## src/rtl/cnn_pkg.sv

```systemverilog
// Shared CNN datapath helpers: FP bit constants, sign-based ReLU, non-negative float max.
package cnn_pkg;

  localparam int unsigned FP_W = 32;

  typedef logic [FP_W-1:0] fp_t;

  localparam fp_t FP_ZERO = fp_t'(0);

  typedef enum logic {
    ROW_EVEN = 1'b0,
    ROW_ODD  = 1'b1
  } row_state_e;

  // Any sign-set pattern (-0.0, negative NaN) collapses to +0.0.
  function automatic fp_t relu_fp(input fp_t x);
    return x[FP_W-1] ? FP_ZERO : x;
  endfunction

  // Valid for sign-clear operands only: IEEE ordering equals unsigned bit ordering.
  function automatic fp_t max_nonneg_fp(input fp_t a, input fp_t b);
    return (a > b) ? a : b;
  endfunction

endpackage

```

## src/rtl/maxpool_relu_2x2_line_buffer.sv

```systemverilog
// Half-row store of horizontal pair maxima: one synchronous write port, one async read port.
module pool_line_buffer #(
  parameter int unsigned DATA_WIDTH = 32,
  parameter int unsigned DEPTH      = 28,
  parameter int unsigned AW         = 5
) (
  input  logic                  clk,
  input  logic                  we,
  input  logic [AW-1:0]         waddr,
  input  logic [DATA_WIDTH-1:0] wdata,
  input  logic [AW-1:0]         raddr,
  output logic [DATA_WIDTH-1:0] rdata
);

  logic [DATA_WIDTH-1:0] mem_q [DEPTH];

  // Not reset: every slot is rewritten on an even row before the odd row reads it.
  always_ff @(posedge clk) begin
    if (we) begin
      mem_q[waddr] <= wdata;
    end
  end

  assign rdata = mem_q[raddr];

endmodule

```

## src/rtl/maxpool_relu_2x2.sv

```systemverilog
// Streaming ReLU + 2x2/stride-2 max-pool over a raster-order single-precision pixel stream.
module maxpool_relu_2x2
  import cnn_pkg::*;
#(
  parameter int unsigned DATA_WIDTH = 32,
  parameter int unsigned WIDTH      = 56,
  parameter int unsigned HEIGHT     = 56
) (
  input  logic                  clk,
  input  logic                  rst,
  input  logic                  valid_in,
  input  logic [DATA_WIDTH-1:0] data_in,
  output logic                  valid_out,
  output logic [DATA_WIDTH-1:0] data_out,
  output logic                  frame_done
);

  localparam int unsigned POOL_W = WIDTH / 2;
  localparam int unsigned CW     = (WIDTH > 1) ? $clog2(WIDTH) : 1;
  localparam int unsigned RW     = (HEIGHT > 1) ? $clog2(HEIGHT) : 1;
  localparam int unsigned AW     = (POOL_W > 1) ? $clog2(POOL_W) : 1;

  logic [CW-1:0]         col_q, col_d;
  logic [RW-1:0]         row_q, row_d;
  row_state_e            state_q, state_d;
  logic [DATA_WIDTH-1:0] pair_q, pair_d;
  logic                  valid_q, valid_d;
  logic [DATA_WIDTH-1:0] data_q, data_d;
  logic                  done_q, done_d;

  logic [DATA_WIDTH-1:0] relu_c;
  logic [DATA_WIDTH-1:0] pm_c;
  logic                  lb_we;
  logic [AW-1:0]         lb_addr;
  logic [DATA_WIDTH-1:0] lb_rdata;

  assign relu_c  = relu_fp(data_in);
  assign pm_c    = max_nonneg_fp(pair_q, relu_c);
  assign lb_addr = AW'(col_q >> 1);

  pool_line_buffer #(
    .DATA_WIDTH(DATA_WIDTH),
    .DEPTH     (POOL_W),
    .AW        (AW)
  ) u_line_buf (
    .clk  (clk),
    .we   (lb_we),
    .waddr(lb_addr),
    .wdata(pm_c),
    .raddr(lb_addr),
    .rdata(lb_rdata)
  );

  always_ff @(posedge clk or negedge rst) begin
    if (!rst) begin
      col_q   <= '0;
      row_q   <= '0;
      state_q <= ROW_EVEN;
      pair_q  <= FP_ZERO;
      valid_q <= 1'b0;
      data_q  <= FP_ZERO;
      done_q  <= 1'b0;
    end else begin
      col_q   <= col_d;
      row_q   <= row_d;
      state_q <= state_d;
      pair_q  <= pair_d;
      valid_q <= valid_d;
      data_q  <= data_d;
      done_q  <= done_d;
    end
  end

  // Position counters, row-parity FSM, pair/window reduction.
  always_comb begin
    col_d   = col_q;
    row_d   = row_q;
    state_d = state_q;
    pair_d  = pair_q;
    valid_d = 1'b0;
    data_d  = data_q;
    done_d  = 1'b0;
    lb_we   = 1'b0;

    if (valid_in) begin
      if (!col_q[0]) begin
        pair_d = relu_c;
      end else if (state_q == ROW_EVEN) begin
        lb_we = 1'b1;
      end else begin
        valid_d = 1'b1;
        data_d  = max_nonneg_fp(lb_rdata, pm_c);
        done_d  = (row_q == RW'(HEIGHT - 1)) && (col_q == CW'(WIDTH - 1));
      end

      if (col_q == CW'(WIDTH - 1)) begin
        col_d   = '0;
        row_d   = (row_q == RW'(HEIGHT - 1)) ? '0 : row_q + RW'(1);
        state_d = (state_q == ROW_EVEN) ? ROW_ODD : ROW_EVEN;
      end else begin
        col_d = col_q + CW'(1);
      end
    end
  end

  assign valid_out  = valid_q;
  assign data_out   = data_q;
  assign frame_done = done_q;

endmodule
```

## config.mk

```make
export PLATFORM = sky130hd
export DESIGN_NAME = maxpool_relu_2x2
export DESIGN_NICKNAME = d
export VERILOG_FILES = /design/src/rtl/cnn_pkg.sv /design/src/rtl/maxpool_relu_2x2_line_buffer.sv /design/src/rtl/maxpool_relu_2x2.sv
export SDC_FILE = /design/constraint.sdc
export NUM_CORES = 1
export LEC_CHECK = 0
export CAP_MARGIN = 20
export CORE_AREA = 2 2 281 283
export DETAILED_ROUTE_END_ITERATION = 10
export DIE_AREA = 0 0 283 285
export GPL_TIMING_DRIVEN = 1
export PLACE_DENSITY = 0.64
export SETUP_SLACK_MARGIN = 0.1
export SLEW_MARGIN = 20
export SYNTH_ARGS = -nofsm -noshare
export SYNTH_HDL_FRONTEND = slang
export SYNTH_SLANG_ARGS = --single-unit
```

## constraint.sdc

```tcl
create_clock -name clk -period 6 [get_ports clk]
set_input_delay 0.6 -clock clk [delete_from_list [all_inputs] [get_ports clk]]
set_output_delay 0.6 -clock clk [all_outputs]
set_load 0.1 [all_outputs]
```

==> metrics.yaml, run 1 <==
synth_sequential_area_ratio: 0.725
place.gp.congestion: 0.875
power_leakage_nw: 15.0
totalWireLength_mm: 104
buffer_ports.inserted: 67
pre_cts_slack_ns: -0.198
netlist-cell-type-count: 64
synth_area_per_cell_um2: 18.0
p_seq_frac: 0.393
max-cap-violations: 0
finalMaxSlewViolations: 0
synthesis.instances: 2146
yosysWarningCount: 0
gr-usage-met2: 0.411
ys_ff_latch: 945
post-route-min-period_ns: 5.69
timing.final.hold_violations: 0
track_usage: 0.258
dp.final_hpwl_mm: 64.0
max_slew.worst_pin.slew_ns: 1.14
clock_tree.root_cell: "clkbuf_16"
path_delay_family: "compound AO/OA/AOI/OAI gates"
timing.critical_path.cells: "clkdlybuf4s50_1 -> nor2b_1 -> inv_1 -> ha_1 -> a21oi_1 -> o21ai_1 -> a221oi_1 -> a31oi_2 -> or3_4 -> buf_4 -> a22oi_2 -> ha_1 -> a21o_1 -> nand3_1 -> a211oi_1 -> or4b_1 -> a22oi_1 -> nand2_1 -> buf_4 -> o211ai_1"
holdWs_ns: 0.441
routedWlPerCell_um: 30.1
initial_standard_cell_utilization_of_the_core: 0.495
cts_resized: 0
die_h_um: 285
synth_top_area_share: 0.675
num-nets-final: 2412
post_cts_hold_buffer_count: 1
syn_area_um2: 38600
synthArstFlopShare: 0.0815
synthTopCellsByArea: "edfxtp_1, mux4_2, dfrtp_1, mux2i_1, ha_1"
tritoncts: "done"
postRouteAntennaNets: 0
p_int_mw: 13.5
comb_power_share: 0.330
layout.cells.most_common: "edfxtp_1"
cpPeakStageDelay_ns: 0.72
grt_first_pass_wirelength_mm: 150
clock_path_buffers: 3
synthToLayoutAreaGrowth_pct: 14.5
overflow: 0
worst_slack_ns: 0.315
cp.required_ns: 6.56
timing_worst_setup_path_type: "in -> reg"
achievable_frequency_mhz: 176
drt_drc_violations_left: 0
grt_start_max_net_pins: 62
crit_buf_inv: 4
run_status: "finished clean"
vias_in_the_first_global_route: 21588
synth_nets: 2245
floorplan.core_area_um2: 78000
pin_count: 69
clk_lat_worst_skew_ns: 0.66
fp.dieW_um: 283
totalPowerFinal_mw: 20.6
clk_transition_reported_paths_ns: 0.06
worst_ep_arrival_time_ns: 6.25
drive_gt1_frac: 0.213
power.switching_mw: 7.09
switching_share: 0.344
tritoncts_num_sinks: 945
dieArea_um2: 80700
post-synth-top-area-cell: "edfxtp_1"
cellPowerDensity_nw_per_um2: 466
detail_route.iter0.violations: 2562
grt-busiest-layer: "met2"
clock_tree.htree_level_count: 3
max_slew_margin: 0.238
hold_path_class: "in -> async"
grtUsageMet3: 0.0668
rsz_0062_raised_after_global_routing: "false"
setup-violations-final: 0
numCtsBuffers: 94
layout_common_cells: "edfxtp_1, mux4_2, nand2_1"
clockPowerShare: 0.276
worst_path_max_delay_cell: "a221oi_1"
vias: 21339
number_of_synthesized_flops_with_an_enable_pin: 868
timing.critical_path.fanout_max: 19
vdd_ir_drop_max_v: 0.000282
clock_tree_skew_after_final_layout_ns: 0.0261
synth_top_flop_cell: "edfxtp_1"
critical_path.endpoint_type: "flop"
antenna_found_initial: 3
floorplan.rows: 103
cts_setup_buffers: 0
drtPass1Iterations: 6
detail_route.vias_per_cell: 6.19
fin_crit_sh: 0.948
start_kind: "input port"
groute.layer.met1.usage: 0.349
[synthesized netlist by cell type (all sizes together), types with 41 or more instances]
cell type,number
edfxtp,868
mux4,166
nand2,131
mux2i,103
dfrtp,77
inv,67
ha,64
clkbuf,59
a22oi,58
buf,56
nand3,56
o21ai,55
nor2,52
o22ai,47
and2,41
[area by class of cell]
cell class	instances	area [um^2]
antenna	6	15.0
clock buffer	115	2460
clock inverter	58	512
fill	5822	33700
inverter	68	255
multi-input combinational	1018	9960
sequential	945	28000
tap	1050	1310
timing repair buffer	186	1700
[metrics by stage]
stage / area, um^2 / util / instances / TNS [ns]
after floorplan: 38600 / - / 2146 / 0
after global placement: 41200 / 0.528 / 3264 / -1.73
after detailed placement: 41200 / 0.529 / 3266 / -4.72
after CTS: 44200 / 0.567 / 3440 / 0
after global routing: 44200 / 0.567 / 3441 / 0
final: 44200 / 0.567 / 3446 / 0
[worst paths after layout]
check	slack, ns	from	endpoint	cells past startpoint
min reg2reg	0.49	row_q[5]$_DFFE_PN0P_	row_q[5]$_DFFE_PN0P_	1
max reg2reg	0.82	col_q[1]$_DFFE_PN0P_	data_out[24]$_DFFE_PN0P_	13
max in group asynchronous	4.53	rst	col_q[2]$_DFFE_PN0P_	3
max	0.31	data_in[31]	data_out[24]$_DFFE_PN0P_	20
min	0.44	rst	pair_q[20]$_DFFE_PN0P_	2
min in group clk	0.49	row_q[5]$_DFFE_PN0P_	row_q[5]$_DFFE_PN0P_	1
[registers in the layout, summed over array words and instances, names as in the netlist]
signal and count:
col_q 6, frame_done 1, valid_out 1, pair_q 31, row_q 6, state_q 1, data_out 31, u_line_buf.mem_q 868
[kinds of logic after synthesis]
logic type / count (synthesis) / share of synthesized area
AOI/OAI and AO/OA: 301 / 0.0573
xor gates and xnor gates: 5 / 0.00113
adders and majority gates: 64 / 0.0207
buffers and inverters: 183 / 0.0229
DFF: 945 / 0.725
muxes: 279 / 0.126
other: 1 / 0.0000971
and+or+nand+nor: 368 / 0.0466
[power groups by stage]
stage,clock network [mW],logic (mW),registers (mW)
floorplan,0,4.27,8.31
global placement,0,6.66,8.23
detailed placement,0,6.75,8.24
CTS,5.77,6.77,8.11
global route,6.04,7.28,8.13
finish,5.70,6.81,8.11
[per-layer routing]
layer	share of wire	routed length, um
met1	0.40	41000
met2	0.48	49300
met3	0.10	10500
met4	0.028	2890
met5	0	0
Note: power is estimated with default switching activity, not from simulation.
==> run 2: changes to the inputs <==
CORE_AREA = 2 2 397 399   (was 2 2 281 283)
DIE_AREA = 0 0 399 401   (was 0 0 283 285)
PLACE_DENSITY = 0.37   (was 0.64)
==> run 2 against run 1 <==
Compared with the run above:
- wire length increased by 21%
- global-route usage decreased by 10 points
- worst setup slack improved by 0.31 ns
- count of clock-buffer cells in the layout up 13
- final area is 3.9% higher
- die area up 98%
- maximum frequency is 5.8% higher
- via count shrank 2.1%
- sequential share of layout area down 2.4 points
==> metrics.yaml, run 2 (synthesis results as in run 1) <==
dpl-instance-area_um2: 42500  # was 41200 um^2
timing.critical_path.fanout_max: 31  # was 19
vias: 20900  # was 21339
power.switching_mw: 7.63  # was 7.09 mW
max_slew_margin: 0.267  # was 0.238
place.gp.congestion: 0.780  # was 0.875
cts_resized: 0  # unchanged
worst_path_max_delay_cell: "a211oi_1"  # was a221oi_1
timing.final.hold_violations: 0  # unchanged
p_int_mw: 14.0  # was 13.5 mW
layout.cells.most_common: "edfxtp_1"  # unchanged
power_leakage_nw: 15.2  # was 15.0 nW
hold_path_class: "in -> async"  # unchanged
tritoncts: "done"  # unchanged
floorplan.core_area_um2: 156000  # was 78000 um^2
rsz_0062_raised_after_global_routing: "false"  # unchanged
tritoncts_num_sinks: 945  # unchanged
achievable_frequency_mhz: 186  # was 176 MHz
max-cap-violations: 0  # unchanged
antenna_found_initial: 2  # was 3
vias_in_the_first_global_route: 21838  # was 21588
worst_ep_arrival_time_ns: 5.98  # was 6.25 ns
multiInputGateArea_um2: 9980  # was 9960 um^2
routedWlPerCell_um: 28.0  # was 30.1 um
cp.required_ns: 6.61  # was 6.56 ns
fillerInstances: 15326  # was 5822
place.detailed.instances: 4271  # was 3266
fp.dieW_um: 399  # was 283 um
switching_share: 0.352  # was 0.344
max_reg_flops: 868  # unchanged
clockPowerShare: 0.292  # was 0.276
clk_lat_worst_skew_ns: 0.72  # was 0.66 ns
track_usage: 0.155  # was 0.258
largest-register: "u_line_buf.mem_q"  # unchanged
run_status: "finished clean"  # unchanged
dieArea_um2: 160000  # was 80700 um^2
final_util: 0.295  # was 0.567
post-route-min-period_ns: 5.38  # was 5.69 ns
max_slew.worst_pin.slew_ns: 1.10  # was 1.14 ns
grt_start_max_net_pins: 63  # was 62
detail_route.vias_per_cell: 4.68  # was 6.19
floorplan.rows: 145  # was 103
layout_common_cells: "edfxtp_1, mux4_2, nand2_1"  # unchanged
buffer_ports.inserted: 67  # unchanged
setup_total_negative_slack_ns: 0  # unchanged
overflow: 0  # unchanged
comb_power_share: 0.333  # was 0.330
holdWs_ns: 0.360  # was 0.441 ns
clock_path_buffers: 3  # unchanged
drt_drc_violations_left: 0  # unchanged
clock_tree.htree_level_count: 3  # unchanged
totalWireLength_mm: 125  # was 104 mm
pre_cts_slack_ns: -0.0963  # was -0.198 ns
initial_standard_cell_utilization_of_the_core: 0.248  # was 0.495
clock_tree_skew_after_final_layout_ns: 0.0511  # was 0.0261 ns
finalMaxSlewViolations: 0  # unchanged
insertedDiodeCount: 0  # was 6
critical_path.endpoint_type: "flop"  # unchanged
post-route-cell-area_um2: 45900  # was 44200 um^2
layout.area.seq_um2: 28000  # unchanged
p_seq_frac: 0.375  # was 0.393
dp.final_hpwl_mm: 79.2  # was 64.0 mm
detail_route.iter0.violations: 1576  # was 2562
numCtsBuffers: 107  # was 94
timing.critical_path.cells: "clkdlybuf4s50_1 -> buf_4 -> nor2b_1 -> inv_1 -> ha_1 -> nand2_1 -> o21bai_1 -> a211oi_1 -> or3_4 -> a22oi_2 -> ha_1 -> nand4_1 -> nor3_1 -> a21boi_0 -> or4b_1 -> a22oi_1 -> nand2_1 -> buf_4 -> o211ai_1"  # was clkdlybuf4s50_1 -> nor2b_1 -> inv_1 -> ha_1 -> a21oi_1 -> o21ai_1 -> a221oi_1 -> a31oi_2 -> or3_4 -> buf_4 -> a22oi_2 -> ha_1 -> a21o_1 -> nand3_1 -> a211oi_1 -> or4b_1 -> a22oi_1 -> nand2_1 -> buf_4 -> o211ai_1
fin_crit_sh: 0.896  # was 0.948
pin_count: 69  # unchanged
vdd_ir_drop_max_v: 0.000227  # was 0.000282 V
cellPowerDensity_nw_per_um2: 472  # was 466 nW/um^2
start_kind: "input port"  # unchanged
setup-violations-final: 0  # unchanged
postRouteAntennaNets: 0  # unchanged
timing_worst_setup_path_type: "in -> reg"  # unchanged
clock_tree.root_cell: "clkbuf_16"  # unchanged
final-instance-count-excl-fill: 4469  # was 3446
synthToLayoutAreaGrowth_pct: 19.0  # was 14.5%
cpPeakStageDelay_ns: 0.63  # was 0.72 ns
die_h_um: 401  # was 285 um
totalPowerFinal_mw: 21.7  # was 20.6 mW
clk_transition_reported_paths_ns: 0.06  # about the same
drive_gt1_frac: 0.218  # was 0.213
drtPass1Iterations: 5  # was 6
num-nets-final: 2428  # was 2412
worst_slack_ns: 0.624  # was 0.315 ns
grt_first_pass_wirelength_mm: 175  # was 150 mm
run 2: final cells by class:
type,count,area share
clock buffer,128,0.0600
clock inverter,63,0.0125
inverter,68,0.00555
multi-input combinational,1018,0.217
sequential,945,0.609
tap,2058,0.0560
timing repair buffer,189,0.0394
run 2: final timing paths:
kind,start,depth (start not counted),slack (ns),end
hold / removal,rst,2,0.36,pair_q[21]$_DFFE_PN0P_
hold reg to reg,row_q[5]$_DFFE_PN0P_,1,0.49,row_q[5]$_DFFE_PN0P_
setup / recovery,data_in[31],19,0.62,data_out[21]$_DFFE_PN0P_
setup reg to reg,col_q[1]$_DFFE_PN0P_,14,1.01,data_out[21]$_DFFE_PN0P_
min in group clk,row_q[5]$_DFFE_PN0P_,1,0.49,row_q[5]$_DFFE_PN0P_
max in group asynchronous,rst,3,4.41,col_q[2]$_DFFE_PN0P_
run 2: worst max-delay path, delay by kind of cell:
kind / cells / cell delay [ns]
adders and majority gates: 2 / 0.67
and+or+nand+nor: 7 / 2.03
buffers and inverters: 4 / 1.04
AOI/OAI and AO/OA: 6 / 1.61
run 2: repair_timing:
| action | in CTS | in global routing |
|---|---|---|
| setup buffers | 0 | 0 |
| endpoints found under the hold margin | 24 | 0 |
| hold buffers | 1 | 0 |
run 2: per-layer routing:
layer  vias to the layer above  track usage  routed length (um)
met5                         -            0                   0
met4                         0       0.0365                2240
met3                       131       0.0203                5170
met2                       500        0.251               59400
met1                     11290        0.221               58400
li1                       8979            -                   -
run 2: power groups by stage:
stage | Clock (mW) | Sequential (mW) | Combinational, mW
4_1_cts | 6.50 | 8.14 | 7.34
3_5_place_dp | 0 | 8.27 | 7.32
6_report | 6.32 | 8.12 | 7.22
2_1_floorplan | 0 | 8.31 | 4.27
5_1_grt | 6.73 | 8.16 | 7.77
3_3_place_gp | 0 | 8.26 | 7.34
